--- src/rtl/sa_fifo_pkg.sv ---
// Shared geometry and counter helper for the 128x11 single-clock FIFO controller.
package sa_fifo_pkg;

    localparam int unsigned DEPTH = 128;
    localparam int unsigned AW    = 7;
    localparam int unsigned DW    = 11;
    localparam int unsigned CNT_W = 8;

    function automatic logic [CNT_W-1:0] cnt_upd(input logic [CNT_W-1:0] cnt,
                                                 input logic             inc,
                                                 input logic             dec);
        return cnt + CNT_W'(inc) - CNT_W'(dec);
    endfunction

endpackage

--- src/rtl/sa_ram_rwsp_128x11.sv ---
// 128x11 two-port RAM: sync write port, registered read address, output data register.
module sa_ram_rwsp_128x11
    import sa_fifo_pkg::*;
(
    input  logic          i_clk,
    input  logic          i_we,
    input  logic [AW-1:0] i_wa,
    input  logic [DW-1:0] i_di,
    input  logic          i_re,
    input  logic [AW-1:0] i_ra,
    input  logic          i_ore,
    output logic [DW-1:0] o_dout,
    input  logic [31:0]   i_pwrbus_ram_pd
);

    logic [DW-1:0] r_mem [DEPTH];
    logic [AW-1:0] r_ra;
    logic [DW-1:0] r_dout;
    logic          w_unused_pwrbus;

    // Power-bus controls belong to a real macro; the behavioural array ignores them.
    assign w_unused_pwrbus = ^i_pwrbus_ram_pd;

    always_ff @(posedge i_clk) begin
        if (i_we) begin
            r_mem[i_wa] <= i_di;
        end
        if (i_re) begin
            r_ra <= i_ra;
        end
        if (i_ore) begin
            r_dout <= r_mem[r_ra];
        end
    end

    assign o_dout = r_dout;

endmodule

--- src/rtl/sa_fifo_ctrl_128x11.sv ---
// 128-entry FIFO controller sequencing one two-port RAM with a 2-stage read pipeline.
// Optional status outputs fifo_lvl/fifo_hwm are enabled by SA_FIFO_CTRL_STATUS_EN.
module sa_fifo_ctrl_128x11
    import sa_fifo_pkg::*;
#(
    parameter logic [CNT_W-1:0] AFULL_LVL = 8'd120
) (
    input  logic             nvdla_core_clk,
    input  logic             nvdla_core_rstn,
    input  logic             wr_pvld,
    output logic             wr_prdy,
    input  logic [DW-1:0]    wr_pd,
    output logic             wr_afull,
    output logic             rd_pvld,
    input  logic             rd_prdy,
    output logic [DW-1:0]    rd_pd,
    output logic             idle,
    input  logic [31:0]      pwrbus_ram_pd
`ifdef SA_FIFO_CTRL_STATUS_EN
   ,output logic [CNT_W-1:0] fifo_lvl,
    output logic [CNT_W-1:0] fifo_hwm
`endif
);

    logic [AW-1:0]    r_wp;
    logic [AW-1:0]    r_rp;
    logic [CNT_W-1:0] r_ram_cnt;
    logic [CNT_W-1:0] r_unfetched;
    logic             r_s1_vld;
    logic             r_s2_vld;
    logic             r_afull;
    logic             r_idle;

    logic             w_push;
    logic             w_ore;
    logic             w_re;
    logic             w_wr_prdy;
    logic [CNT_W-1:0] w_ram_cnt_d;
    logic [CNT_W-1:0] w_unfetched_d;
    logic [CNT_W-1:0] w_occ;
    logic [CNT_W-1:0] w_occ_d;
    logic             w_s1_vld_d;
    logic             w_s2_vld_d;

    assign w_wr_prdy = (r_ram_cnt < CNT_W'(DEPTH));
    assign w_push    = wr_pvld & w_wr_prdy;
    assign w_ore     = r_s1_vld & (~r_s2_vld | rd_prdy);
    // unfetched is registered, so a fetch never races its own write
    assign w_re      = (r_unfetched != '0) & (~r_s1_vld | w_ore);

    always_comb begin
        w_ram_cnt_d   = cnt_upd(r_ram_cnt, w_push, w_ore);
        w_unfetched_d = cnt_upd(r_unfetched, w_push, w_re);
        w_s1_vld_d    = w_re | (r_s1_vld & ~w_ore);
        w_s2_vld_d    = w_ore | (r_s2_vld & ~rd_prdy);
        w_occ         = r_ram_cnt + CNT_W'(r_s2_vld);
        w_occ_d       = w_ram_cnt_d + CNT_W'(w_s2_vld_d);
    end

    always_ff @(posedge nvdla_core_clk or negedge nvdla_core_rstn) begin
        if (!nvdla_core_rstn) begin
            r_wp        <= '0;
            r_rp        <= '0;
            r_ram_cnt   <= '0;
            r_unfetched <= '0;
            r_s1_vld    <= 1'b0;
            r_s2_vld    <= 1'b0;
            r_afull     <= 1'b0;
            r_idle      <= 1'b1;
        end else begin
            if (w_push) begin
                r_wp <= r_wp + 1'b1;
            end
            if (w_re) begin
                r_rp <= r_rp + 1'b1;
            end
            r_ram_cnt   <= w_ram_cnt_d;
            r_unfetched <= w_unfetched_d;
            r_s1_vld    <= w_s1_vld_d;
            r_s2_vld    <= w_s2_vld_d;
            // flags track the occupancy the registers will hold after this edge
            r_afull     <= (w_occ_d >= AFULL_LVL);
            r_idle      <= (w_occ_d == '0);
        end
    end

    assign wr_prdy  = w_wr_prdy;
    assign wr_afull = r_afull;
    assign rd_pvld  = r_s2_vld;
    assign idle     = r_idle;

`ifdef SA_FIFO_CTRL_STATUS_EN
    logic [CNT_W-1:0] r_hwm;

    always_ff @(posedge nvdla_core_clk or negedge nvdla_core_rstn) begin
        if (!nvdla_core_rstn) begin
            r_hwm <= '0;
        end else if (w_occ_d > r_hwm) begin
            r_hwm <= w_occ_d;
        end
    end

    assign fifo_lvl = w_occ;
    assign fifo_hwm = r_hwm;
`else
    logic [CNT_W-1:0] w_unused_occ;
    assign w_unused_occ = w_occ;
`endif

    sa_ram_rwsp_128x11 u_ram (
        .i_clk           (nvdla_core_clk),
        .i_we            (w_push),
        .i_wa            (r_wp),
        .i_di            (wr_pd),
        .i_re            (w_re),
        .i_ra            (r_rp),
        .i_ore           (w_ore),
        .o_dout          (rd_pd),
        .i_pwrbus_ram_pd (pwrbus_ram_pd)
    );

endmodule

--- config.mk ---
export PLATFORM = sky130hd
export DESIGN_NAME = sa_fifo_ctrl_128x11
export DESIGN_NICKNAME = d
export VERILOG_FILES = /design/src/rtl/sa_fifo_pkg.sv /design/src/rtl/sa_ram_rwsp_128x11.sv /design/src/rtl/sa_fifo_ctrl_128x11.sv
export SDC_FILE = /design/constraint.sdc
export NUM_CORES = 1
export LEC_CHECK = 0
export ABC_CLOCK_PERIOD_IN_PS = 10500
export BUFFER_PORTS_ARGS = -buffer_cell sky130_fd_sc_hd__buf_2
export CORE_AREA = 2 2 382 308
export CTS_CLUSTER_SIZE = 30
export DETAILED_ROUTE_END_ITERATION = 16
export DIE_AREA = 0 0 384 310
export PLACE_DENSITY = 0.63
export RECOVER_POWER = 100
export SYNTH_ARGS = -nofsm -noshare
export SYNTH_HDL_FRONTEND = slang
export SYNTH_SLANG_ARGS = --single-unit
--- constraint.sdc ---
create_clock -name nvdla_core_clk -period 10.5 [get_ports nvdla_core_clk]
set_clock_uncertainty 0.2 [all_clocks]
set_input_delay 1.05 -clock nvdla_core_clk [delete_from_list [all_inputs] [get_ports nvdla_core_clk]]
set_output_delay 1.05 -clock nvdla_core_clk [all_outputs]
set_load 0.02 [all_outputs]
==> impl_results.md <==
* Mapped Area at 57300 um2
* Critical path peak fanout at 102
* Synth top area share at 74.7%
* RSZ-0062 raised after global routing: false
* Initial DRT Pass Iterations at 5
* PortBufs at 29
* Die width at 384 um
* Largest net degree at the start of global routing at 124
* R2r setup slk at 3990 ps
* Vias at 26600
* Cell type with the largest total area after synthesis: edfxtp_1
* HP Class: register to register
* Worst-Margin Slew at 4850 ps
* Mapped Cells at 2608
* Arr. time, crit path at 6840 ps
* Synth area leaders: edfxtp_1 (75%), mux4_2 (13%), mux2i_1 (1.9%)
* Maximum clock frequency at 154 MHz
* Clock power share at 33.7%
* Die area at 119000 um2
* Die Y at 310 um
* Area delta synth->final at 10.1%
* Hold-fix buffers, CTS at 0
* Max_slew headroom at -223%
* Critical Path RT at 10830 ps
* Synth Register Bits at 1460
* Critical Setup Path Class: register to register
* Total Routing Usage GR at 22.0%
* WL final at 130000 um
* HPWL after DPL at 78600 um
* Tcrit/Tclk final at 62.0%
* Layout cells sized above 1 at 21.2%
* Status: finished, violations left
* # resized after CTS at 0
* Fillers at 8687
* CTS max path bufs at 3
* # Post-CTS Setup Buffers at 0
* Max VDD drop at 205 uV
* Synthesized area per cell at 22.0 um2
* Maxcap violations at 30
* Vias in the first global route at 26400
* CTS tree: built
* Failing checks: capacitance limit, slew limit
* Worst r2r path cells at 8
* ANT cells at 0
* Fin. max-slew vios at 1601
* Initial antenna violation count at 4
* Drt drc at 0
* First-pass GRT wire length at 186000 um
* Row cnt at 112
* # setup viols final at 0
* PwrDens at 233 nW/um2
* Hold path endpoint: u_ram.r_ra[6]
* FF-to-FF Start: u_ram.r_ra[0]
* Worst-path clk slew at 60 ps
* Design Area, Final at 63100 um2
* Async SR Flop Fraction at 2.33%
* Sink Count at 1460
* Crit path launch type: register
* Remaining global-route overflow at 0
* Part of the power in combinational logic at 20.7%
* Register area share after synthesis at 76.2%
* Worst Min Path Start: r_rp[6]
* WHS at 293 ps
* Fin crit period at 6510 ps
* Initial DRC count at 3046
* Clock Latency Late Sink at 760 ps
* Yosys Warn Count at 0
* Ys flop type: edfxtp_1
* Vias/cell at 6.14
* Static leakage at 0.0197 uW
* # nets final at 2757
* Root buf cell: clkbuf_16
* Register area at 43700 um2
* Initial Util at 49.6%
* CTS Buf Count at 137
* Per-cell routed wire length at 30.0 um
* DRT antenna net count at 0
* Int Pwr at 10700 uW
* RR Endpoint: u_ram.o_dout[10]
* Yosys cell types at 61
* Psw at 4060 uW
* # IOs at 62
* Gp weighted congestion at 0.896
* Switch share at 27.6%
* Crit end category: register
* Area of the multi-input gates at 12500 um2
* WHS Path Cells at 0
* Post-Syn Nets at 2680
* Core area at 116000 um2
* Number of synthesized flops with an enable pin at 1426
* Hold Fails Final Rpt at 0
* H-tree depth at 4
* Placed Area at 58800 um2
* Sequential share of power at 45.7%
* Fin Setup TNS at 0 ps
==> synth_stat cells, types with 4 or more instances <==
master / instances
edfxtp_1: 1426
mux4_2: 334
nor2_1: 155
mux2i_1: 110
buf_2: 51
nand2_1: 42
clkbuf_1: 36
a221oi_1: 35
dfrtp_1: 33
buf_6: 26
o21ai_0: 26
inv_1: 25
mux2_2: 25
a22oi_1: 23
ha_1: 23
a21oi_1: 20
mux4_1: 18
nand3_1: 14
nor3_1: 12
a221o_1: 11
a22o_1: 11
a31oi_1: 11
xnor2_1: 11
xor2_1: 11
a221oi_2: 10
nor4_2: 10
buf_12: 9
buf_4: 7
nand4_1: 7
nor2b_1: 7
or2_2: 7
buf_1: 6
nand2b_1: 6
nand3b_1: 5
and2_1: 4
nor4_1: 4
==> cell usage in the layout, fill, tap and decap left out, types with 12 or more instances in the layout <==
cell	instances
nand2_1	42
nor2_1	155
o21ai_0	26
mux4_2	334
mux4_1	18
inv_1	25
bufinv_16	13
nand3_1	14
edfxtp_1	1426
dfrtp_1	33
mux2i_1	110
a22oi_1	23
a21oi_1	20
xor2_1	12
clkinv_1	37
xnor2_1	12
buf_4	16
clkinv_2	17
clkbuf_16	144
ha_1	23
clkbuf_1	79
mux2_2	25
nor3_1	12
a221oi_1	35
==> metal layers <==
layer  wire length [um]  vias up  GRT usage (%)
met5                 23        -              0
met4               2560        2           5.81
met3              11400      176           4.66
met2              61700     1151           34.1
met1              54500    14200           32.3
li1                   -    11100              -
==> worst max-delay path, cell delays in order, from the launching register on <==
cell	delay, ps
edfxtp_1	320
buf_4	500
buf_12	640
clkbuf_1	2440
mux4_1	850
mux2i_1	180
a22o_1	360
a221o_1	290
a2111oi_0	360
==> how the worst max path moves through the flow <==
stage | from | endpoint
2_1_floorplan | rd_prdy | idle
3_5_place_dp | rd_prdy | idle
5_1_grt | u_ram.r_ra[0] | u_ram.o_dout[10]
6_report | u_ram.r_ra[0] | u_ram.o_dout[10]
3_3_place_gp | rd_prdy | idle
4_1_cts | u_ram.r_ra[0] | u_ram.o_dout[2]
==> cells by family after synthesis <==
logic type | synth area share [%]
flip-flops | 76.2
AND/OR/NAND/NOR | 2.38
adder cells (fa/ha/maj) | 0.572
multiplexers | 16.4
XOR/XNOR | 0.393
buffers and inverters | 1.85
AO/OA/AOI/OAI | 2.20
==> through the flow <==
step | setup WS [ps] | utilization (%) | total power (uW) | cells
finish | 3990 | 54.6 | 14700 | 4337
global route | 3170 | 54.6 | 15200 | 4337
floorplan | 6240 | - | 9010 | 2608
global placement | 5400 | 50.9 | 9870 | 4085
detailed placement | 5350 | 50.9 | 9940 | 4085
CTS | 5810 | 54.8 | 14800 | 4337
==> registers in the layout, summed over array words and instances, names as in the netlist <==
name          cells
rd_pvld           1
r_wp              7
u_ram.o_dout     11
u_ram.r_ra        7
r_ram_cnt         8
wr_afull          1
u_ram.r_mem    1408
r_s1_vld          1
r_rp              7
r_unfetched       8
idle              1
==> area by class of cell <==
class | instances | area share (%)
clock buffers | 171 | 5.91
multi-input cells | 986 | 19.8
flip-flops and latches | 1460 | 69.2
repair buffers | 75 | 0.647
well taps | 1539 | 3.05
clock inverters | 81 | 1.17
inverters | 25 | 0.149
==> power groups by stage <==
stage	clock network, uW	registers (uW)	logic (uW)
2_1_floorplan	0	6770	2230
3_3_place_gp	0	6820	3050
3_5_place_dp	0	6830	3110
4_1_cts	5020	6710	3120
5_1_grt	5260	6730	3260
6_report	4950	6720	3040
No activity file was read; power rests on OpenSTA's default activity.
